### src/rtl/bmp_pkg.sv
// Constants and types shared by the BMP stream reader and writer.
// Header field offsets are byte positions within the 54-byte BMP/DIB header.
package bmp_pkg;

  localparam int unsigned BMP_HDR_SIZE   = 54;
  localparam int unsigned BMP_OFF_SIG    = 0;
  localparam int unsigned BMP_OFF_OFFSET = 10;
  localparam int unsigned BMP_OFF_WIDTH  = 18;
  localparam int unsigned BMP_OFF_HEIGHT = 22;
  localparam int unsigned BMP_OFF_BPP    = 28;
  localparam int unsigned BMP_OFF_COMP   = 30;

  localparam logic [7:0]  BMP_SIG_B = 8'h42;
  localparam logic [7:0]  BMP_SIG_M = 8'h4D;
  localparam logic [15:0] BPP_24    = 16'd24;

  typedef enum logic [2:0] {
    StIdle,
    StHeader,
    StDecide,
    StSkip,
    StPixel,
    StPad,
    StDone,
    StError
  } bmp_state_e;

  function automatic logic in_field(logic [5:0] idx, int unsigned base, int unsigned len);
    return (32'(idx) >= base) && (32'(idx) < base + len);
  endfunction

  // Bytes needed to round a row of 3*width bytes up to a 4-byte boundary.
  function automatic logic [1:0] row_pad(logic [1:0] width_lsb);
    return 2'((4 - ((3 * 32'(width_lsb)) % 4)) % 4);
  endfunction

endpackage

### src/rtl/bmp_stream_reader_if.sv
// Byte-in / pixel-out stream bundle of the BMP reader.
// The slave modport is the reader's view, the master modport is the byte source and pixel sink.
interface bmp_stream_reader_if;
  logic [7:0]  in_data;
  logic        in_valid;
  logic        in_ready;
  logic [23:0] pix_data;
  logic        pix_valid;
  logic        pix_ready;
  logic        pix_sof;
  logic        pix_eol;

  modport master (
    output in_data, in_valid, pix_ready,
    input  in_ready, pix_data, pix_valid, pix_sof, pix_eol
  );

  modport slave (
    input  in_data, in_valid, pix_ready,
    output in_ready, pix_data, pix_valid, pix_sof, pix_eol
  );
endinterface

### src/rtl/bmp_pixel_assembler.sv
// Collects B, G, R file bytes into a one-entry {R,G,B} output register with
// valid/ready handshake and start-of-frame / end-of-line tags.
module bmp_pixel_assembler (
  input  logic        clk,
  input  logic        reset,
  input  logic        clear,
  input  logic        byte_en,
  input  logic [7:0]  byte_data,
  input  logic        sof_tag,
  input  logic        eol_tag,
  output logic        lane_is_r,
  output logic        load_ok,
  output logic [23:0] pix_data,
  output logic        pix_valid,
  output logic        pix_sof,
  output logic        pix_eol,
  input  logic        pix_ready
);

  logic [1:0] lane_q;
  logic [7:0] b_q, g_q;

  assign lane_is_r = (lane_q == 2'd2);
  assign load_ok   = !pix_valid || pix_ready;

  always_ff @(posedge clk or posedge reset) begin
    if (reset) begin
      lane_q    <= '0;
      b_q       <= '0;
      g_q       <= '0;
      pix_data  <= '0;
      pix_valid <= 1'b0;
      pix_sof   <= 1'b0;
      pix_eol   <= 1'b0;
    end else begin
      if (clear) begin
        lane_q <= '0;
      end else if (byte_en) begin
        unique case (lane_q)
          2'd0:    begin b_q <= byte_data; lane_q <= 2'd1; end
          2'd1:    begin g_q <= byte_data; lane_q <= 2'd2; end
          default: lane_q <= 2'd0;
        endcase
      end
      if (pix_valid && pix_ready) pix_valid <= 1'b0;
      // The parent only presents the R byte when load_ok, so this never overwrites a held pixel.
      if (byte_en && lane_is_r) begin
        pix_data  <= {byte_data, g_q, b_q};
        pix_valid <= 1'b1;
        pix_sof   <= sof_tag;
        pix_eol   <= eol_tag;
      end
    end
  end

endmodule

### src/rtl/bmp_stream_reader.sv
// Parses a 24-bpp BMP byte stream: validates the header, skips to the pixel data,
// drops row padding and emits pixels in file order with sof/eol markers.
module bmp_stream_reader
  import bmp_pkg::*;
#(
  parameter int unsigned MAX_WIDTH  = 1024,
  parameter int unsigned MAX_HEIGHT = 1024
) (
  input  logic               clk,
  input  logic               reset,
  input  logic               start,
  bmp_stream_reader_if.slave bus,
  output logic [15:0]        img_width,
  output logic [15:0]        img_height,
  output logic               hdr_valid,
  output logic               busy,
  output logic               done,
  output logic               error
);

  bmp_state_e  state_q, state_d;
  logic [5:0]  hdr_cnt_q;
  logic [15:0] sig_q, bpp_q;
  logic [31:0] off_q, width_q, height_q, comp_q, skip_q;
  logic [15:0] col_q, row_q;
  logic [1:0]  pad_q, pad_len;
  logic        hdr_valid_q, error_q, done_q;
  logic        byte_acc, start_ok, hdr_last, hdr_ok, pix_byte, r_done;
  logic        col_last, row_last, lane_is_r, load_ok;

  assign byte_acc = bus.in_valid && bus.in_ready;
  assign start_ok = start && (state_q inside {StIdle, StDone, StError});
  assign hdr_last = (state_q == StHeader) && byte_acc && (hdr_cnt_q == 6'(BMP_HDR_SIZE - 1));
  assign pix_byte = (state_q == StPixel) && byte_acc;
  assign r_done   = pix_byte && lane_is_r;
  assign col_last = (col_q == width_q[15:0] - 16'd1);
  assign row_last = (row_q == height_q[15:0] - 16'd1);
  assign pad_len  = row_pad(width_q[1:0]);

  // All checked fields end at byte 33, so they are complete when byte 53 arrives.
  assign hdr_ok = (sig_q == {BMP_SIG_M, BMP_SIG_B}) && (bpp_q == BPP_24) && (comp_q == '0)
               && (width_q != '0) && (width_q <= MAX_WIDTH)
               && (height_q != '0) && !height_q[31] && (height_q <= MAX_HEIGHT)
               && (off_q >= BMP_HDR_SIZE);

  assign img_width  = width_q[15:0];
  assign img_height = height_q[15:0];
  assign hdr_valid  = hdr_valid_q;
  assign error      = error_q;
  assign done       = done_q;

  bmp_pixel_assembler u_assembler (
    .clk       (clk),
    .reset     (reset),
    .clear     (start_ok),
    .byte_en   (pix_byte),
    .byte_data (bus.in_data),
    .sof_tag   ((row_q == '0) && (col_q == '0)),
    .eol_tag   (col_last),
    .lane_is_r (lane_is_r),
    .load_ok   (load_ok),
    .pix_data  (bus.pix_data),
    .pix_valid (bus.pix_valid),
    .pix_sof   (bus.pix_sof),
    .pix_eol   (bus.pix_eol),
    .pix_ready (bus.pix_ready)
  );

  always_ff @(posedge clk or posedge reset) begin
    if (reset) state_q <= StIdle;
    else       state_q <= state_d;
  end

  always_comb begin
    state_d = state_q;
    unique case (state_q)
      StIdle:   if (start) state_d = StHeader;
      StHeader: if (hdr_last) state_d = hdr_ok ? StDecide : StError;
      StDecide: state_d = (off_q > BMP_HDR_SIZE) ? StSkip : StPixel;
      StSkip:   if (byte_acc && skip_q == 32'd1) state_d = StPixel;
      StPixel: begin
        if (r_done && col_last) begin
          if (pad_len != '0) state_d = StPad;
          else if (row_last) state_d = StDone;
        end
      end
      StPad:    if (byte_acc && pad_q == 2'd1) state_d = row_last ? StDone : StPixel;
      StDone: begin
        if (start) state_d = StHeader;
        else if (!bus.pix_valid) state_d = StIdle;
      end
      StError:  if (start) state_d = StHeader;
      default:  state_d = StIdle;
    endcase
  end

  always_comb begin
    bus.in_ready = 1'b0;
    busy         = 1'b1;
    unique case (state_q)
      StHeader, StSkip, StPad: bus.in_ready = 1'b1;
      StPixel:                 bus.in_ready = !lane_is_r || load_ok;
      StIdle, StError:         busy = 1'b0;
      default: ;
    endcase
  end

  always_ff @(posedge clk or posedge reset) begin
    if (reset) begin
      hdr_cnt_q   <= '0;
      sig_q       <= '0;
      bpp_q       <= '0;
      off_q       <= '0;
      width_q     <= '0;
      height_q    <= '0;
      comp_q      <= '0;
      skip_q      <= '0;
      col_q       <= '0;
      row_q       <= '0;
      pad_q       <= '0;
      hdr_valid_q <= 1'b0;
      error_q     <= 1'b0;
      done_q      <= 1'b0;
    end else begin
      done_q <= (state_q == StDone) && (state_d == StIdle);
      if (start_ok) begin
        hdr_cnt_q   <= '0;
        hdr_valid_q <= 1'b0;
        error_q     <= 1'b0;
        col_q       <= '0;
        row_q       <= '0;
      end
      // Little-endian fields shift in from the top so byte 0 ends up in bits [7:0].
      if (state_q == StHeader && byte_acc) begin
        hdr_cnt_q <= hdr_cnt_q + 6'd1;
        if (in_field(hdr_cnt_q, BMP_OFF_SIG, 2))    sig_q    <= {bus.in_data, sig_q[15:8]};
        if (in_field(hdr_cnt_q, BMP_OFF_OFFSET, 4)) off_q    <= {bus.in_data, off_q[31:8]};
        if (in_field(hdr_cnt_q, BMP_OFF_WIDTH, 4))  width_q  <= {bus.in_data, width_q[31:8]};
        if (in_field(hdr_cnt_q, BMP_OFF_HEIGHT, 4)) height_q <= {bus.in_data, height_q[31:8]};
        if (in_field(hdr_cnt_q, BMP_OFF_BPP, 2))    bpp_q    <= {bus.in_data, bpp_q[15:8]};
        if (in_field(hdr_cnt_q, BMP_OFF_COMP, 4))   comp_q   <= {bus.in_data, comp_q[31:8]};
      end
      if (hdr_last) begin
        hdr_valid_q <= hdr_ok;
        error_q     <= !hdr_ok;
        skip_q      <= off_q - BMP_HDR_SIZE;
      end
      if (state_q == StSkip && byte_acc && skip_q != '0) skip_q <= skip_q - 32'd1;
      if (r_done) begin
        if (col_last) begin
          col_q <= '0;
          pad_q <= pad_len;
          if (pad_len == '0) row_q <= row_q + 16'd1;
        end else begin
          col_q <= col_q + 16'd1;
        end
      end
      if (state_q == StPad && byte_acc) begin
        pad_q <= pad_q - 2'd1;
        if (pad_q == 2'd1) row_q <= row_q + 16'd1;
      end
    end
  end

endmodule
### src/flat_wrapper.sv
// flat-port wrapper written by rule: the top's interface ports become plain ports
module bmp_stream_reader_flat import bmp_pkg::*;
#(
  parameter int unsigned MAX_WIDTH  = 1024,
  parameter int unsigned MAX_HEIGHT = 1024
)
  (clk, reset, start, img_width, img_height, hdr_valid, busy, done, error, bus_in_data, bus_in_valid, bus_pix_ready, bus_in_ready, bus_pix_data, bus_pix_valid, bus_pix_sof, bus_pix_eol);
  bmp_stream_reader_if bus_i ();
  input  logic clk;
  input  logic reset;
  input  logic start;
  output logic [15:0] img_width;
  output logic [15:0] img_height;
  output logic hdr_valid;
  output logic busy;
  output logic done;
  output logic error;
  input wire logic [$bits(bus_i.in_data)-1:0] bus_in_data;
  input wire logic [$bits(bus_i.in_valid)-1:0] bus_in_valid;
  input wire logic [$bits(bus_i.pix_ready)-1:0] bus_pix_ready;
  output wire logic [$bits(bus_i.in_ready)-1:0] bus_in_ready;
  output wire logic [$bits(bus_i.pix_data)-1:0] bus_pix_data;
  output wire logic [$bits(bus_i.pix_valid)-1:0] bus_pix_valid;
  output wire logic [$bits(bus_i.pix_sof)-1:0] bus_pix_sof;
  output wire logic [$bits(bus_i.pix_eol)-1:0] bus_pix_eol;
  assign bus_i.in_data = bus_in_data;
  assign bus_i.in_valid = bus_in_valid;
  assign bus_i.pix_ready = bus_pix_ready;
  assign bus_in_ready = bus_i.in_ready;
  assign bus_pix_data = bus_i.pix_data;
  assign bus_pix_valid = bus_i.pix_valid;
  assign bus_pix_sof = bus_i.pix_sof;
  assign bus_pix_eol = bus_i.pix_eol;
  bmp_stream_reader #(.MAX_WIDTH(MAX_WIDTH), .MAX_HEIGHT(MAX_HEIGHT)) u_core (.clk(clk), .reset(reset), .start(start), .bus(bus_i), .img_width(img_width), .img_height(img_height), .hdr_valid(hdr_valid), .busy(busy), .done(done), .error(error));
endmodule
### config.mk
export PLATFORM = sky130hd
export DESIGN_NAME = bmp_stream_reader_flat
export DESIGN_NICKNAME = d
export VERILOG_FILES = /design/src/rtl/bmp_pkg.sv /design/src/rtl/bmp_stream_reader_if.sv /design/src/rtl/bmp_pixel_assembler.sv /design/src/rtl/bmp_stream_reader.sv /design/src/flat_wrapper.sv
export SDC_FILE = /design/constraint.sdc
export NUM_CORES = 1
export LEC_CHECK = 0
export CORE_ASPECT_RATIO = 1.5
export CORE_UTILIZATION = 44
export DETAILED_ROUTE_END_ITERATION = 10
export HOLD_SLACK_MARGIN = 0.03
export SKIP_LAST_GASP = 1
export SLEW_MARGIN = 10
export SYNTH_ARGS = -nofsm -noshare
export SYNTH_HDL_FRONTEND = slang
export SYNTH_SLANG_ARGS = --single-unit
### constraint.sdc
create_clock -name clk -period 8.9 [get_ports clk]
set_input_delay 0.89 -clock clk [delete_from_list [all_inputs] [get_ports clk]]
set_output_delay 0.89 -clock clk [all_outputs]
set_load 0.01 [all_outputs]
== After elaboration in Yosys (flattened, before gate mapping) ==
Index checks and enable logic that the tools add are counted.

* Register bits: 283
* Input bits: 13
* Output and inout bits: 64
* Word-level logic and storage cells: 168

* Add/sub/neg operators: 9
* Multiply operators: 1
* Magnitude comparators: 15
* Eq/ne operators: 16
* Multiplexer cells: 39
* Bitwise operators: 1
* Reductions and logical operators: 65

{| class="wikitable"
|+ Operator list
! operator !! count
|-
| $mux W16 || 9
|-
| $reduce_bool A32 Y1 || 3
|-
| $le A32 B11 Y1 const B || 2
|-
| $mux W32 || 2
|-
| $mux W3 || 11
|-
| $add A16 B1 Y16 const B || 2
|-
| $eq A16 B16 Y1 || 2
|-
| $eq A32 B1 Y1 const B || 1
|-
| $ge A32 B6 Y1 const B || 1
|-
| $gt A32 B6 Y1 const B || 1
|-
| $logic_not A16 Y1 || 2
|-
| $logic_not A32 Y1 || 1
|-
| $sub A16 B1 Y16 const B || 2
|-
| $sub A32 B1 Y32 const B || 1
|-
| $sub A32 B6 Y32 const B || 1
|-
| $logic_and A1 B1 Y1 || 28
|-
| $ge A6 B5 Y1 const B || 4
|-
| $pmux W3 S7 || 1
|-
| $lt A6 B5 Y1 const B || 3
|-
| $reduce_bool A2 Y1 || 9
|-
| $eq A16 B15 Y1 const B || 1
|-
| $eq A16 B5 Y1 const B || 1
|-
| $reduce_and A2 Y1 || 7
|-
| $eq A3 B3 Y1 const B || 4
|-
| 27 further kinds || 47
|}

== Depth between registers and ports, before layout ==
* Word-level depth: 14
* Depth in mapped cells: 13
* Depth with buffers taken out: 10

== Hierarchy ==
From an unflattened synthesis, not the netlist that was laid out.

* Cells, all modules: 1,303
* Area total of the unflattened synthesis: 14,561.5 um2

{| class="wikitable"
|+ Modules (own cells, without submodules)
! module !! instances !! cells an instance !! area an instance (um2) !! seq. area each (um2)
|-
| bmp_stream_reader || 1 || 1,199 || 12,824.8 || 5,955.7
|-
| bmp_pixel_assembler || 1 || 104 || 1,736.7 || 1,126.1
|}

== Least setup slack after synthesis ==
Ideal clock, no wire load.

* Kind: input port to flip-flop
* Start point: input bus_in_valid
* End point: register u_core.bpp_q[8]
* Data arrival time: 2.645 ns
* Setup slack: 6.130 ns
* Stages on the path: 7
* Path through: nand2_1 or3_1 nor2_1 nand3_1 nor3b_2 buf_2 mux2_2

* Longest elaborated chain between the ends: 3

{| class="wikitable"
|+ RTL lines
! item !! line !! text
|-
| from (decl) || flat_wrapper.sv:19 || <nowiki>input wire logic [$bits(bus_i.in_valid)-1:0] bus_in_valid;</nowiki>
|-
| $logic_and A1 B1 Y1 || bmp_stream_reader.sv:31 || <nowiki>assign byte_acc = bus.in_valid && bus.in_ready;</nowiki>
|-
| $logic_and A1 B1 Y1 || bmp_stream_reader.sv:134 || <nowiki>if (state_q == StHeader && byte_acc) begin</nowiki>
|-
| $reduce_and A2 Y1 (no line) || - ||
|-
| to (signal assigned) || bmp_stream_reader.sv:140 || <nowiki>if (in_field(hdr_cnt_q, BMP_OFF_BPP, 2)) bpp_q <= {bus.in_data, bpp_q[15:8]};</nowiki>
|-
| to (decl) || bmp_stream_reader.sv:23 || <nowiki>logic [15:0] sig_q, bpp_q;</nowiki>
|}

No other way between the ends.
A chain may end at the register's enable or synchronous reset.

== Final worst setup path ==
* Start point: input bus_in_valid
* End point: register u_core.bpp_q[7]

The elaborated chain is that of the path after synthesis.

==> reports/qor.txt <==
Status: finished clean
Max Cap Violations: 0
RSZ-0062 raised after global routing: false
Syn Nets: 1383
Starting Density: 44.6%
Global placement routability congestion: 0.865
Clock Pin Slew Worst Setup and Hold Paths: 0.06 ns
Core area: 32500 sq um
Top-area cell type share of the netlist area: 48.8%
Slew Viols, Final: 0
Number of buffers created by CTS: 28
Reg area: 7080 sq um
Cell variety after synth: 83
Vias in the first global route: 10200
WS Path Type: in -> reg
Worst setup EP type: flip-flop
Fillcell total: 2978
Worst-margin pin slew: 1.17 ns
Critical Path AT: 4.07 ns
DIE HEIGHT: 224 microns
Final nets: 1393
Max_slew headroom: 21.3%
FFs w/ async S/R, synth: 100%
Final ANT Viol Nets: 0
Top-count cell post-synth: dfrtp_1
Num Clock Sinks: 283
Max FO, Critical Path: 16
Tot GR Track Use: 20.8%
I/O Pins: 77
Largest net degree at the start of global routing: 163
Total power: 0.00330 W
Post-DP HPWL: 23400 microns
Vias: 10400
Post-CTS sizing: 0
Hold_buf cts: 0
Setup TNS: 0 ns
M2 GR Usage: 37.1%
Met1 usage: 26.2%
Ys flop type: dfrtp_1
Initial detailed-routing violation count: 602
CTS tree: yes
Final hold violations: 0
Area growth, synth to finish: 11.9%
Synth top cells by count: dfrtp_1, mux2_2, nand2_1, nor2_1
Final setup viols: 0
Cell Area, Synth: 14500 sq um
Cell taking the most area after synthesis: dfrtp_1
Postcts setup bufs: 0
Seq cells post-synth: 283
GR peak layer: met2
Register area share after synthesis: 48.8%
First-pass GRT wire length: 55500 microns
Met3 Use GR: 2.41%
FP Rows: 81
PD cells: 204 nW/um^2
CP startpoint kind: primary input
Max Buffers Root-to-Sink: 3
Drt pass-1 iters: 5
Initial antenna violation count: 0
Period minus WS final: 3.64 ns
Synth top area cells: dfrtp_1, mux2_2, nand2_1
Max VDD drop: 0.133 mV
I/O Buffers: 76
Worst Skew: 0.0154 ns
Die area: 33700 sq um
Drt wl/cell: 18.9 microns
Cells after synthesis: 1356
DRC viols: 0
Post-route fraction of the period consumed by the critical path: 41.0%
Layout cell share with drive strength beyond 1: 19.3%
H-tree depth: 1
Multi-input logic area: 6770 sq um
Root Driver: clkbuf_16
Total wire length: 34100 microns
Total global routing overflow: 0
Leakage: 7.51 nW
Die width: 150 microns
EDFF count, synth: 0
Ys Warns: 0
CP required: 9.33 ns
Mapped Avg Cell Area: 10.7 sq um
R2r setup slk: 5.30 ns
Fmax: 274 MHz
Clock latency at the later pin of the worst-skew pair: 0.55 ns
Hold crit path type: reg -> reg
Vias/cell: 5.76
==> layout make-up <==
class | count | area share, %
Timing Repair Buffer | 85 | 5.18
Clock buffer | 39 | 5.07
Tap cell | 415 | 3.20
Antenna cell | 1 | 0.0154
Multi-Input combinational cell | 944 | 41.7
Sequential cell | 283 | 43.6
Clock inverter | 12 | 0.617
Inverter | 24 | 0.601
==> path summary, 6_finish.rpt <==
| path | from | cells past startpoint | end |
|---|---|---|---|
| worst max-delay path | bus_in_valid | 7 | u_core.bpp_q[7] |
| worst min-delay path | u_core.u_assembler.b_q[5] | 2 | u_core.u_assembler.pix_data[5] |
| worst min register to register | u_core.u_assembler.b_q[5] | 2 | u_core.u_assembler.pix_data[5] |
| min in group asynchronous | reset | 2 | u_core.height_q[0] |
| max in group asynchronous | reset | 3 | u_core.off_q[31] |
| worst max register to register | u_core.width_q[0] | 10 | u_core.row_q[3] |
==> routing by layer <==
metal / up-vias / wire, microns
li1: 4884 / -
met1: 5263 / 14400
met2: 198 / 17700
met3: 45 / 1210
met4: 0 / 685
met5: - / 0
==> worst max-delay path, stage by stage <==
cell	delay, ns
clkdlybuf4s50_1	0.57
nand2_1	0.13
or3_1	0.51
nor2_1	0.38
nand3_1	0.18
nor3b_2	0.98
mux2_2	0.43
==> kinds of logic (layout without fill, tap and decap cells) <==
group | Yosys count | after routing | synth area share, %
fa+ha+maj | 14 | 14 | 1.21
simple gates | 471 | 471 | 17.3
other cells | 0 | 1 | 0
flops | 283 | 283 | 48.8
buf+inv | 129 | 160 | 4.73
compound gates | 198 | 198 | 9.19
xor+xnor | 84 | 84 | 5.07
mux | 177 | 177 | 13.7
==> sequential cells by signal (all words and copies together), names as in the netlist, 24 cells and up <==
register / flops
u_core.skip_q: 32
u_core.height_q: 32
u_core.width_q: 32
u_core.comp_q: 32
u_core.u_assembler.pix_data: 24
u_core.off_q: 32
==> cell usage in the layout, fill, tap and decap left out, types with 23 or more instances in the layout <==
| cell | instances |
|---|---|
| nor3_1 | 28 |
| a21oi_1 | 34 |
| nand3_1 | 55 |
| dfrtp_1 | 283 |
| inv_1 | 23 |
| nor4_1 | 44 |
| nand2_1 | 137 |
| clkdlybuf4s50_1 | 76 |
| clkbuf_16 | 29 |
| nor2_1 | 67 |
| xor2_1 | 37 |
| mux2_2 | 176 |
| xnor2_1 | 47 |
| o21ai_0 | 55 |
==> power breakdown <==
group | internal, W | total [W] | switching (W)
clock | 0.000676 | 0.00118 | 0.000508
combinational | 0.000268 | 0.000546 | 0.000278
sequential | 0.00144 | 0.00157 | 0.000132
==> stage by stage <==
stage / setup WS [ns] / hold slack [ns] / utilization (%) / instance area (sq um) / instances
after global routing: 4.94 / 0.492 / 49.9 / 16200 / 1802
final: 5.26 / 0.464 / 49.9 / 16200 / 1803
after global placement: 4.82 / 0.446 / 47.1 / 15300 / 1751
after floorplan: 0.203 / 0.435 / - / 14500 / 1356
after detailed placement: 4.72 / 0.452 / 47.1 / 15300 / 1751
after CTS: 5.28 / 0.469 / 49.9 / 16200 / 1802
(Power assumes the default switching activity.)
==> edit, RTL diff (same flow settings) <==
`MAX_HEIGHT` is set to 1024 in 2 places; all go to 512.
--- a/src/rtl/bmp_stream_reader.sv
+++ b/src/rtl/bmp_stream_reader.sv
@@ -5,5 +5,5 @@
 #(
   parameter int unsigned MAX_WIDTH  = 1024,
-  parameter int unsigned MAX_HEIGHT = 1024
+  parameter int unsigned MAX_HEIGHT = 512
 ) (
   input  logic               clk,
--- a/src/flat_wrapper.sv
+++ b/src/flat_wrapper.sv
@@ -3,5 +3,5 @@
 #(
   parameter int unsigned MAX_WIDTH  = 1024,
-  parameter int unsigned MAX_HEIGHT = 1024
+  parameter int unsigned MAX_HEIGHT = 512
 )
   (clk, reset, start, img_width, img_height, hdr_valid, busy, done, error, bus_in_data, bus_in_valid, bus_pix_ready, bus_in_ready, bus_pix_data, bus_pix_valid, bus_pix_sof, bus_pix_eol);
Behaviour: no difference found for any inputs over 10 cycles, from zero or initial values and one cycle with reset high; that may be too few to reach the edited logic, so the function may still have changed.
==> edit against the unedited design <==
- cell count grew 2.3%
- global-route usage is 1.2 points higher
- via count rose by 2.5%
- worst setup slack got worse by 0.050 ns
- sequential cell count stayed put
- final area increased by 1.5%
- power is 4.8% higher
- register-to-register slack improved by 0.08 ns
- non-clock buffer count is 5 higher
- synthesized area is 0.93% higher
- routed wire length grew 5.8%
- largest power group unchanged
==> edit: results (changes against the unedited design) <==
status: "finished clean"
hpwl_um: 25000  # +7.1%
setup_viol: 0  # unchanged
ys_types: 73  # -12%
cp_max_fo: 42  # +26
hp-class: "reg2reg"
antenna_found_initial: 0  # unchanged
post-cts-setup-buffer-count: 0  # unchanged
grt_pass1_wl_um: 58700  # +5.8%
vias: 10700  # +2.5%
fin_skew_ns: 0.0103  # -0.00508 ns
synth_seq_area_share_pct: 48.4  # -0.45 points
p_leak_nw: 7.38  # -1.8%
diodes: 0  # -1
clk_pin_slew_ns: 0.06  # about the same
clock_latency_ns: 0.56
io_buffers: 76  # unchanged
dp_slack_ns: 4.68  # -0.0467 ns
async_reset_ff_share_pct: 100  # unchanged
dr.pass1.iters: 4  # -1
vdd_ir_drop_max_mv: 0.134  # +1.4%
grt_max_degree: 182  # +12%
drive_gt1_share_pct: 18.8  # -0.44 points
synth_edf_count: 0  # unchanged
place_congestion: 0.822  # -5.0%
synth_area_leaders: "dfrtp_1 (48%), mux2_2 (14%), nand2_1 (4.4%)"
synth_nets: 1419  # +2.6%
drtIter0Drc: 584  # -3.0%
wl_per_cell_um: 19.5  # +3.4%
grt_usage_pct: 22.0  # +1.2 points
cts_buffers: 28  # unchanged
slew_headroom_pct: 25.0  # +3.7 points
cp.arrival_ns: 4.12  # +0.05 ns
synth_ff_type: "dfrtp_1"
htreeDepth: 1  # unchanged
clock_path_buffers: 3  # unchanged
cts_resized: 0  # unchanged
yosysWarnings: 0  # unchanged
root_buffer: "clkbuf_16"
synth_common_cells: "dfrtp_1 (283), mux2_2 (178), nand2_1 (170)"
-- edit: cell count changes after synthesis, moves of 11 or more --
cell / before / now
and3_1: 21 / 10
mux2i_1: 1 / 12
nand2_1: 137 / 170
nand3_1: 55 / 38
nor2_1: 67 / 78
nor3_1: 29 / 44
-- edit: through the flow --
step	hold WS [ns]	cell area (µm²)	util, %	cells
floorplan	0.433	14600	-	1392
global placement	0.442	15500	47.5	1793
detailed placement	0.454	15500	47.5	1793
CTS	0.469	16500	50.3	1845
global route	0.486	16500	50.3	1845
finish	0.465	16500	50.3	1845
-- edit: final timing paths --
kind / cells past startpoint / endpoint / slack (ns) / start
worst max-delay path: 9 / u_core.row_q[5]$_DFF_PP0_ / 5.20 / bus_in_valid
worst min-delay path: 2 / u_core.u_assembler.pix_data[9]$_DFFE_PP0P_ / 0.47 / u_core.u_assembler.g_q[1]$_DFFE_PP0P_
worst max register to register: 9 / u_core.col_q[13]$_DFFE_PP0P_ / 5.38 / u_core.width_q[0]$_DFFE_PP0P_
worst min register to register: 2 / u_core.u_assembler.pix_data[9]$_DFFE_PP0P_ / 0.47 / u_core.u_assembler.g_q[1]$_DFFE_PP0P_
max in group asynchronous: 3 / u_core.skip_q[24]$_DFFE_PP0P_ / 6.50 / reset
min in group asynchronous: 2 / u_core.col_q[14]$_DFFE_PP0P_ / 0.86 / reset
-- edit: cells by family (layout without fill, tap and decap cells) --
logic type,Yosys count,count (layout),synth area share [%]
adder cells (fa/ha/maj),14,14,1.20
XOR/XNOR,76,76,4.54
buffers and inverters,130,168,4.46
multiplexers,190,190,14.5
AND/OR/NAND/NOR,507,507,17.9
flip-flops,283,283,48.4
AO/OA/AOI/OAI,192,192,9.03
-- edit: worst max-delay path: stages --
cell	delay, ns
clkdlybuf4s50_1	0.58
nand4bb_1	0.30
nor4b_4	0.28
buf_4	0.47
and2_1	0.22
o211ai_1	0.13
nor4_4	0.71
nand2b_1	0.37
o21ai_0	0.14
-- edit: layout make-up --
cell class | count | area, µm²
Timing Repair Buffer | 90 | 878
Fill cell | 2996 | 16300
Multi-Input combinational cell | 979 | 6950
Clock inverter | 10 | 119
Tap cell | 415 | 519
Clock buffer | 42 | 823
Sequential cell | 283 | 7080
Inverter | 26 | 105
-- edit: power breakdown --
part / switching [W] / leakage [nW] / total (W) / internal, W
clock network: 0.000509 / 0.455 / 0.00121 / 0.000698
registers: 0.000178 / 3.83 / 0.00160 / 0.00143
logic: 0.000336 / 3.09 / 0.000651 / 0.000315
-- edit: metal layers --
layer  vias to the layer above  GRT usage (%)  wire (µm)
li1                       5037              -          -
met1                      5337           29.0      15600
met2                       207           37.3      18100
met3                        69           2.04       1150
met4                         0           7.77       1150
met5                         -              0          0
